**config.mk**
```make
export PLATFORM = sky130hd
export DESIGN_NAME = led_bank_arbiter
export DESIGN_NICKNAME = d
export VERILOG_FILES = /design/src/rtl/led_bank_arbiter.sv
export SDC_FILE = /design/constraint.sdc
export NUM_CORES = 1
export LEC_CHECK = 0
export CORE_ASPECT_RATIO = 1.5
export CORE_MARGIN = 8
export CORE_UTILIZATION = 45
export DETAILED_ROUTE_END_ITERATION = 8
export PLACE_DENSITY_LB_ADDON = 0.08
export SLEW_MARGIN = 25
export SYNTH_ARGS = -nofsm -noshare
export SYNTH_HDL_FRONTEND = slang
export SYNTH_SLANG_ARGS = --single-unit
```
**constraint.sdc**
```tcl
create_clock -name clk -period 5.8 [get_ports clk]
set_input_delay 0.58 -clock clk [delete_from_list [all_inputs] [get_ports clk]]
set_output_delay 0.58 -clock clk [all_outputs]
set_load 0.03 [all_outputs]
```
**src/rtl/led_bank_arbiter.sv**
```systemverilog
// Round-robin owner arbitration for the board LED bank, with minimum/maximum hold times.
// Optional feature macro: LED_ARB_HEARTBEAT_EN (heartbeat on led[LED_W-1] while idle).
module led_bank_arbiter #(
    parameter int NREQ     = 4,
    parameter int LED_W    = 4,
    parameter int MIN_HOLD = 1024,
    parameter int MAX_HOLD = 1048576,
    parameter int HB_DIV   = 24
) (
    input  logic                    clk,
    input  logic                    reset,
    input  logic [NREQ-1:0]         req,
    input  logic [NREQ*LED_W-1:0]   req_led,
    output logic [NREQ-1:0]         gnt,
    output logic [LED_W-1:0]        led,
    output logic                    busy
);

    localparam int PW  = $clog2(NREQ);
    localparam int PW1 = PW + 1;
    localparam int HW  = $clog2(MAX_HOLD + 1);

    localparam logic [HW-1:0] MIN_LAST = HW'(MIN_HOLD - 1);
    localparam logic [HW-1:0] MAX_LAST = HW'(MAX_HOLD - 1);
    localparam logic [HW-1:0] MAX_SAT  = HW'(MAX_HOLD);
    localparam logic [PW-1:0] LAST_IDX = PW'(NREQ - 1);

    typedef enum logic [1:0] {
        IDLE   = 2'd0,
        OWN    = 2'd1,
        LINGER = 2'd2
    } state_t;

    state_t            state_reg, state_next;
    logic [PW-1:0]     owner_reg, owner_next;
    logic [PW-1:0]     rr_ptr_reg, rr_ptr_next;
    logic [HW-1:0]     hold_ctr_reg, hold_ctr_next;
    logic [NREQ-1:0]   gnt_reg, gnt_next;
    logic [LED_W-1:0]  led_reg, led_next;
    logic              busy_reg, busy_next;

    logic [LED_W-1:0]  pattern [NREQ];
    logic [LED_W-1:0]  owner_pattern;
    logic [LED_W-1:0]  idle_led;
    logic              hb_msb;
    logic              owner_req;
    logic              others_wait;
    logic              hold_min_met;
    logic              hold_max_hit;
    logic [HW-1:0]     hold_inc;
    logic [PW-1:0]     rr_after_owner;
    logic              release_now;

    logic              found;
    logic [PW-1:0]     winner;
    logic [PW1-1:0]    probe;

    // Unpack the flat pattern bus into one slot per requester.
    genvar gi;
    generate
        for (gi = 0; gi < NREQ; gi++) begin : g_pattern
            assign pattern[gi] = req_led[gi*LED_W +: LED_W];
        end
    endgenerate

`ifdef LED_ARB_HEARTBEAT_EN
    logic [HB_DIV-1:0] hb_ctr_reg;

    always_ff @(posedge clk or negedge reset) begin
        if (!reset) begin
            hb_ctr_reg <= '0;
        end else begin
            hb_ctr_reg <= hb_ctr_reg + HB_DIV'(1);
        end
    end

    assign hb_msb = hb_ctr_reg[HB_DIV-1];
`else
    // No heartbeat in this build: constant low.
    assign hb_msb = (HB_DIV < 0);
`endif

    always_comb begin
        idle_led            = '0;
        idle_led[LED_W-1]   = hb_msb;
    end

    // First set request at or above rr_ptr, wrapping past NREQ-1 back to 0.
    always_comb begin
        found  = 1'b0;
        winner = '0;
        probe  = '0;
        for (int k = 0; k < NREQ; k++) begin
            probe = PW1'(rr_ptr_reg) + PW1'(k);
            if (probe >= PW1'(NREQ)) begin
                probe = probe - PW1'(NREQ);
            end
            if (!found && req[probe[PW-1:0]]) begin
                found  = 1'b1;
                winner = probe[PW-1:0];
            end
        end
    end

    assign owner_req      = req[owner_reg];
    assign owner_pattern  = pattern[owner_reg];
    assign others_wait    = |(req & ~gnt_reg);
    assign hold_min_met   = (hold_ctr_reg >= MIN_LAST);
    assign hold_max_hit   = (hold_ctr_reg >= MAX_LAST);
    assign hold_inc       = (hold_ctr_reg == MAX_SAT) ? hold_ctr_reg : hold_ctr_reg + HW'(1);
    assign rr_after_owner = (owner_reg == LAST_IDX) ? '0 : owner_reg + PW'(1);

    always_comb begin
        state_next    = state_reg;
        owner_next    = owner_reg;
        rr_ptr_next   = rr_ptr_reg;
        hold_ctr_next = hold_ctr_reg;
        gnt_next      = gnt_reg;
        led_next      = led_reg;
        release_now   = 1'b0;

        case (state_reg)
            IDLE: begin
                gnt_next = '0;
                led_next = idle_led;
                if (found) begin
                    owner_next    = winner;
                    gnt_next      = {{(NREQ-1){1'b0}}, 1'b1} << winner;
                    hold_ctr_next = '0;
                    state_next    = OWN;
                end
            end
            OWN: begin
                hold_ctr_next = hold_inc;
                led_next      = owner_pattern;
                if (!owner_req) begin
                    if (hold_min_met) begin
                        release_now = 1'b1;
                    end else begin
                        state_next = LINGER;
                    end
                end else if (hold_max_hit && others_wait) begin
                    release_now = 1'b1;
                end
            end
            LINGER: begin
                // Pattern frozen and request ignored until the minimum hold expires.
                hold_ctr_next = hold_inc;
                if (hold_min_met) begin
                    release_now = 1'b1;
                end
            end
            default: begin
                state_next = IDLE;
                gnt_next   = '0;
                led_next   = '0;
            end
        endcase

        if (release_now) begin
            state_next  = IDLE;
            gnt_next    = '0;
            led_next    = '0;
            rr_ptr_next = rr_after_owner;
        end
    end

    assign busy_next = (state_next != IDLE);

    always_ff @(posedge clk or negedge reset) begin
        if (!reset) begin
            state_reg    <= IDLE;
            owner_reg    <= '0;
            rr_ptr_reg   <= '0;
            hold_ctr_reg <= '0;
            gnt_reg      <= '0;
            led_reg      <= '0;
            busy_reg     <= 1'b0;
        end else begin
            state_reg    <= state_next;
            owner_reg    <= owner_next;
            rr_ptr_reg   <= rr_ptr_next;
            hold_ctr_reg <= hold_ctr_next;
            gnt_reg      <= gnt_next;
            led_reg      <= led_next;
            busy_reg     <= busy_next;
        end
    end

    assign gnt  = gnt_reg;
    assign led  = led_reg;
    assign busy = busy_reg;

endmodule

```
; ---- Word-level counts from Yosys, hierarchy flattened
; Index checks and enable logic that the tools add are counted.
[classes]
n_addsub = 9
n_lt_le_gt_ge = 12
eq_ne = 8
shift = 1
n_mux = 43
n_bitwise = 3
reduce_logical = 14
[ops]
columns = cell, count
row1 = 2-to-1 mux 21 bit, 2
row2 = one-hot mux 21 bit (2 select lines), 1
row3 = 2-to-1 mux 2 bit, 13
row4 = "adder 21 x 1 -> 21 bit, second input constant", 1
row5 = "equality test 21 bit, second input constant", 1
row6 = ">= comparator 21 x 10 -> 1 bit, second input constant", 1
row7 = ">= comparator 21 x 20 -> 1 bit, second input constant", 1
row8 = 2-to-1 mux 4 bit, 5
row9 = one-hot mux 4 bit (2 select lines), 2
row10 = "< comparator 2 x 3 -> 1 bit, second input constant", 5
row11 = ">= comparator 3 bit, second input constant", 4
row12 = 2-to-1 mux 1 bit, 12
row13 = binary-select mux 1 bit (select 2 bit), 5
row14 = binary-select mux 4 bit (select 2 bit), 1
row15 = "subtractor 2 x 1 -> 2 bit, second input constant", 4
row16 = "adder 2 x 2 -> 3 bit, second input constant", 2
row17 = "inequality test 2 bit, second input constant", 3
row18 = one-hot mux 2 bit (3 select lines), 1
row19 = bitwise AND 4 bit, 1
row20 = "equality test 2 bit, second input constant", 2
row21 = logical AND 1 bit, 4
row22 = inverter 4 bit, 1
row23 = nonzero test 2 bit, 2
row24 = OR reduction 4 bit, 1
row25 = other kinds (13), 15
[word_totals]
regBits = 36
output_inout_bits = 9

; ---- Longest topological paths before layout
; Gate-level depths: netlist of run 1.
[depth]
depth_word = 18
mapped_depth = 8
mapped_depth_nobuf = 7

; ---- Least setup slack after synthesis of run 1
; No wires, ideal clock.
[synth_path]
path_type = input to register
startpoint = input req[3]
endpoint = register rr_ptr_reg[0]
setup_ps = 125
t_arrival_ps = 2001
setup_slack_ps = 3674
stages = 5
cell_sequence = mux4_2 -> nor2b_1 -> nor2_1 -> o32ai_4 -> mux2_2
[synth_between]
elab_chain_cells = 6
elab_cells_between_ends = 8
classes_between = mux: 5 / bitwise: 1 / reduce/logical: 2
[synth_rtl]
columns = item, line_no
row1 = from (decl), 12  ; input logic [NREQ-1:0] req,
row2 = bitwise AND 4 bit, 107  ; assign others_wait = |(req & ~gnt_reg);
row3 = OR reduction 4 bit, 107
row4 = logical AND 1 bit, 142  ; end else if (hold_max_hit && others_wait) begin
row5 = 2-to-1 mux 1 bit, 142
row6 = 2-to-1 mux 1 bit *, 136  ; if (!owner_req) begin
row7 = one-hot mux 1 bit (2 select lines) *, 122  ; case (state_reg)
row8 = to (signal assigned), 182  ; rr_ptr_reg <= rr_ptr_next;
row9 = to (decl), 36  ; logic [PW-1:0] rr_ptr_reg, rr_ptr_next;
; Mark *: on every way between the ends. The rest lies on a longest branch, timed or not. The select of a mux whose other input is x is not followed.
; A chain may end at the register's enable or synchronous reset.

; ---- Worst setup path in the final report of run 1
[layout_path]
startpoint = input req[3]
endpoint = register hold_ctr_reg[8]
[layout_between]
elab_chain_cells = 14
elab_cells_between_ends = 20
classes_between = eq/ne: 1 / mux: 12 / reduce/logical: 7
[layout_rtl]
columns = item, line_no
row1 = binary-select mux 1 bit (select 2 bit), 98  ; if (!found && req[probe[PW-1:0]]) begin
row2 = 2-to-1 mux 1 bit (not written as such), 98
row3 = 2-to-1 mux 1 bit, 98
row4 = logical NOT 1 bit, 98
row5 = logical AND 1 bit, 98
row6 = 2-to-1 mux 1 bit, 98
row7 = logical NOT 1 bit, 98
row8 = logical AND 1 bit, 98
row9 = 2-to-1 mux 1 bit, 98
row10 = logical NOT 1 bit, 98
row11 = logical AND 1 bit, 98
row12 = 2-to-1 mux 1 bit *, 98
row13 = inequality test 2 bit (no source line) *, n/a
row14 = AND reduction 3 bit (no source line) *, n/a
row15 = to (signal assigned), 183  ; hold_ctr_reg <= hold_ctr_next;
row16 = to (decl), 37  ; logic [HW-1:0] hold_ctr_reg, hold_ctr_next;
; Marked as above.

==> results of run 1 <==
==> routing by layer <==
metal | global-route usage | wire (um)
met1 | 0.156 | 2100
met2 | 0.284 | 2760
met5 | 0 | 0
met4 | 0.0681 | 105
met3 | 0.0367 | 284
==> layout by cell type, fill, tap and decap left out, drive strengths merged, types with 8 or more instances in the layout <==
cell | synthesis | final
clkdlybuf4s50 | 0 | 29
inv | 11 | 11
nor2 | 11 | 11
nand2 | 21 | 21
nand3 | 8 | 8
o21ai | 21 | 21
dfrtp | 36 | 36
a21oi | 19 | 19
or3 | 10 | 10
o31ai | 8 | 8
==> final cells by class <==
cell class              instances  share of cell area
repair buffers                 30               0.113
flip-flops and latches         36               0.346
well taps                      66              0.0317
inverters                      12              0.0173
multi-input cells             173               0.455
clock buffers                   7              0.0370
==> logic make-up after synthesis <==
kind of cell | count (synthesis) | synth area share
AOI/OAI and AO/OA | 73 | 0.219
adders and majority gates | 7 | 0.0402
buffers and inverters | 20 | 0.0436
DFF | 36 | 0.413
muxes | 8 | 0.0666
and+or+nand+nor | 85 | 0.218
==> critical path: cells and delay by family <==
family,cells,cell delay [ns]
AOI/OAI and AO/OA,3,1.03
buffers and inverters,1,0.59
and+or+nand+nor,2,0.84
==> final timing paths <==
check / cells past startpoint / startpoint / end
max: 6 / req[3] / hold_ctr_reg[8]
min: 1 / reset / busy
max reg2reg: 7 / state_reg[1] / hold_ctr_reg[18]
min reg2reg: 1 / gnt[2] / gnt[2]
max in group asynchronous: 1 / reset / hold_ctr_reg[0]
min in group clk: 1 / gnt[2] / gnt[2]
==> power by group through the flow <==
stage | Clock [mW] | Combinational (mW) | Sequential [mW]
global route | 0.206 | 0.489 | 0.357
floorplan | 0 | 0.282 | 0.379
global placement | 0 | 0.447 | 0.352
detailed placement | 0 | 0.446 | 0.354
finish | 0.194 | 0.441 | 0.347
CTS | 0.199 | 0.449 | 0.348
==> reports/qor.txt, run 1 <==
Slew margin rel. = 0.320
Clock Tree Buf Depth = 2
Pwr dens = 377 nW/um2
Final Cycle Share = 0.488
Place WS = 2.73 ns
Critical Path Sink Type = register
Final instance area = 2610 um2
Internal = 582 uW
Global Route Usage Sum = 0.153
Fin. Hold Viols = 0
DRT Pass-1 Iters = 4
Post-DRT Antenna Nets = 0
CTS tree = yes
RSZ-0062 raised after global routing = false
Net Count, Synth = 258
Top-count cell post-synth = dfrtp_1
Site row count = 31
Die height = 101 um
Buffers on Ports = 30
Startpoint types = primary input
Initial DRC Count = 82
Routability cong. = 0.812
Cell taking the most area after synthesis = dfrtp_1
Fin util = 0.551
H-tree levels = 2
Largest net degree at the start of global routing = 37
Max frequency = 0.353 GHz
Worst vdd ir = 0.000167 V
Wirelength per Cell = 16.2 um
Setup Skew = 0.00566 ns
Synth cell count leaders = 36 x dfrtp_1, 21 x nand2_1, 20 x o21ai_0, 19 x a21oi_1
CP cell instances = clkdlybuf4s50_1 -> nor4_1 -> a21oi_1 -> o2111ai_1 -> or4_2 -> a21oi_1
Setup TNS = 0 ns
Reg2Reg Setup Slack = 3.08 ns
Layout cells sized above 1 = 0.109
Setup Buffers After CTS = 0
Initial core utilization = 0.461
Die span in x = 72.8 um
Root buf cell = clkbuf_8
Clock sink total = 36
Hold slack = 0.385 ns
Tmin final = 2.83 ns
Multi-input gate area = 1180 um2
Post-route DRC = 0
Cell Count, Final, Fillers Out = 324
I/O pins = 31
Placed cells = 317
First-pass GRT wire length = 9010 um
Final WL = 5260 um
Net Sw Frac = 0.408
CP required = 6.01 ns
Combinational power share = 0.449
Crit-path most repeated cell = a21oi_1
Sequential area share after synthesis = 0.413
Post-layout nets = 287
Max FO, Critical Path = 16
Sw Pwr = 401 uW
CTS Buf Count = 5
CTS Hold Bufs = 0
Status = complete, no violations
Syn Inst Count = 229
Clk_lat worst skew = 0.29 ns
Vias = 1898
Synth cell types = 47
Crit path largest cell delay = 0.73 ns
Vias per inst = 5.86
# Max-Cap Violations = 0
Number of flip-flops in the largest register = 21
Area growth syn-to-layout = 19.4%
CTS resizes = 0
GRT overflow = 0
Sequential group share of total power = 0.353
Initial antenna violation count = 0
Clk pwr share = 0.198
Post-DP HPWL = 3850 um
Post-Syn Area = 2180 um2
DIE AREA = 7380 um2
Main synth FF type = dfrtp_1
Placed Area = 2510 um2
Yosys top cell area share = 0.413
Vias in the first global route = 1951
Crit path DAT = 3.04 ns
Worst-Margin Slew = 1.02 ns
CP max-delay cell = or4_2
Sequential cell area = 901 um2
Core area = 4730 um2
Hold Crit Class = primary input to async pin
Mean area per synthesized cell = 9.52 um2
Async SR Flop Fraction = 1.00
Count of pins over their slew limit = 0
YS warnings = 0
LEAKAGE = 1.01 nW
Critical path class = primary input to register
Filler Cell Count = 452
Count of state elements after synthesis = 36
Number of flops mapped to enable cells by yosys = 0
Final setup fails = 0
Antenna Cells = 0
Power, Total = 983 uW
Final setup margin = 2.97 ns
CTS clk-pin slew, worst paths = 0.07 ns
Synth top area cells = dfrtp_1 41%, mux4_2 5.2%, o21ai_0 4.6%
Note: power is estimated with default switching activity, not from simulation.
==> run 2, diff against run 1 <==
==> constraint.sdc (replaced) <==
create_clock -name clk -period 2.54 [get_ports clk]
set_input_delay 0.254 -clock clk [delete_from_list [all_inputs] [get_ports clk]]
set_output_delay 0.254 -clock clk [all_outputs]
set_load 0.03 [all_outputs]
==> run 2 against run 1 <==
Net effect:
- via count rose by 0.53%
- non-clock buffer count rose by 10
- first-iteration DRC count fell by 43%
- sequential cell count did not move
- sequential share of layout area fell by 1.2 points
- worst hold slack got worse by 0.33 ns
- highest routed layer unchanged
==> reports/qor.txt, run 2 (synthesized netlist as in run 1, its figures left out) <==
Critical Path Sink Type = register
Post-DP HPWL = 3920 um
Startpoint types = register
DIE AREA = 7380 um2
First-pass GRT wire length = 9450 um
Routability cong. = 0.816
# Max-Cap Violations = 0
Critical path class = register to register
Root buf cell = clkbuf_8
Most frequent cells in the layout = 36 x dfrtp_1, 29 x clkdlybuf4s50_1, 21 x nand2_1, 20 x o21ai_0, 19 x a21oi_1
Post-layout nets = 297
CTS Buf Count = 5
Post-route DRC = 0
Clock Tree Buf Depth = 2
Post-Route M1 WL = 2220 um
Vias per inst = 5.70
CTS Hold Bufs = 0
GRT overflow = 0
Crit path DAT = 2.48 ns
Slew margin rel. = 0.441
Initial core utilization = 0.461
Count of pins over their slew limit = 0
Hold Crit Class = primary input to async pin
CP cell instances = nor4_1 -> nand3_1 -> a211oi_1 -> a21oi_1 -> a211oi_1
Max FO, Critical Path = 5
Die span in x = 72.8 um
Clock sink total = 36
Multi-input gate area = 1180 um2
Area growth syn-to-layout = 23.6%
Largest net degree at the start of global routing = 37
Die height = 101 um
Final WL = 5280 um
I/O pins = 31
Reg2Reg Setup Slack = 0.24 ns
CTS resizes = 0
Final Cycle Share = 0.907
Max frequency = 0.434 GHz
DRT Pass-1 Iters = 4
Site row count = 31
Pwr dens = 883 nW/um2
Top layer in use = met4
WL met2 = 2710 um
Most common cell after layout, fill and taps aside = dfrtp_1
Wirelength per Cell = 15.7 um
Sequential cell area = 901 um2
Placed Area = 2580 um2
Vias in the first global route = 2013
Setup TNS = 0 ns
Buffers on Ports = 30
Clk_lat worst skew = 0.29 ns
H-tree levels = 2
Fin util = 0.570
CTS tree = yes
Global Route Usage Sum = 0.160
Core area = 4730 um2
Layout cells sized above 1 = 0.145
Post-DRT Antenna Nets = 0
Number of flip-flops in the largest register = 21
Initial DRC Count = 47
CP required = 2.72 ns
Tmin final = 2.30 ns
Vias = 1908
RSZ-0062 raised after global routing = false
Final instance area = 2700 um2
Crit path largest cell delay = 0.66 ns
Met3 routed WL = 251 um
Initial antenna violation count = 0
Setup Skew = 0.00403 ns
Worst vdd ir = 0.000528 V
CP max-delay cell = a211oi_1
Filler Cell Count = 445
Reg2Reg Depth = 5
Final setup fails = 0
CTS clk-pin slew, worst paths = 0.08 ns
Crit-path most repeated cell = a211oi_1
Antenna Cells = 0
Worst-Margin Slew = 0.839 ns
LEAKAGE = 1.07 nW
Status = complete, no violations
Setup Buffers After CTS = 0
Fin. Hold Viols = 0
-- run 2: worst paths after layout --
check                                   end             start
max                                    busy  hold_ctr_reg[16]
min                                    busy             reset
max reg2reg                            busy  hold_ctr_reg[16]
min reg2reg                          gnt[0]            gnt[0]
max in group asynchronous  hold_ctr_reg[16]             reset
min in group clk                     gnt[0]            gnt[0]
-- run 2: final cells by class --
cell class	count	share of cell area
Clock buffer	5	0.0255
Clock inverter	3	0.0158
Inverter	12	0.0167
Multi-Input combinational cell	173	0.440
Sequential cell	36	0.334
Tap cell	66	0.0306
Timing Repair Buffer	40	0.137
-- run 2: per-stage QoR --
step	cells	hold slack, ns	power [mW]	setup slack, ns
after global routing	335	0.130	2.56	0.0160
after CTS	335	0.0755	2.42	0.245
after detailed placement	327	0.401	1.89	0.162
after floorplan	229	-0.0416	1.51	0.469
after global placement	327	0.398	1.89	0.191
final	335	0.0519	2.38	0.237
-- run 2: power breakdown --
group	switching (mW)	internal [mW]
logic	0.632	0.466
clock network	0.220	0.291
registers	0.0986	0.674
total	0.950	1.43
-- run 2: worst max-delay path, delay by kind of cell (launching register included) --
kind             cells  cell delay (ns)
flip-flops           1             0.41
AND/OR/NAND/NOR      2             0.55
AO/OA/AOI/OAI        3             1.22
-- run 2: metal layers --
layer  track usage  vias up
met2         0.286       35
met4        0.0542        0
met1         0.180      920
met3        0.0357        9
li1              -      944
met5             0        -
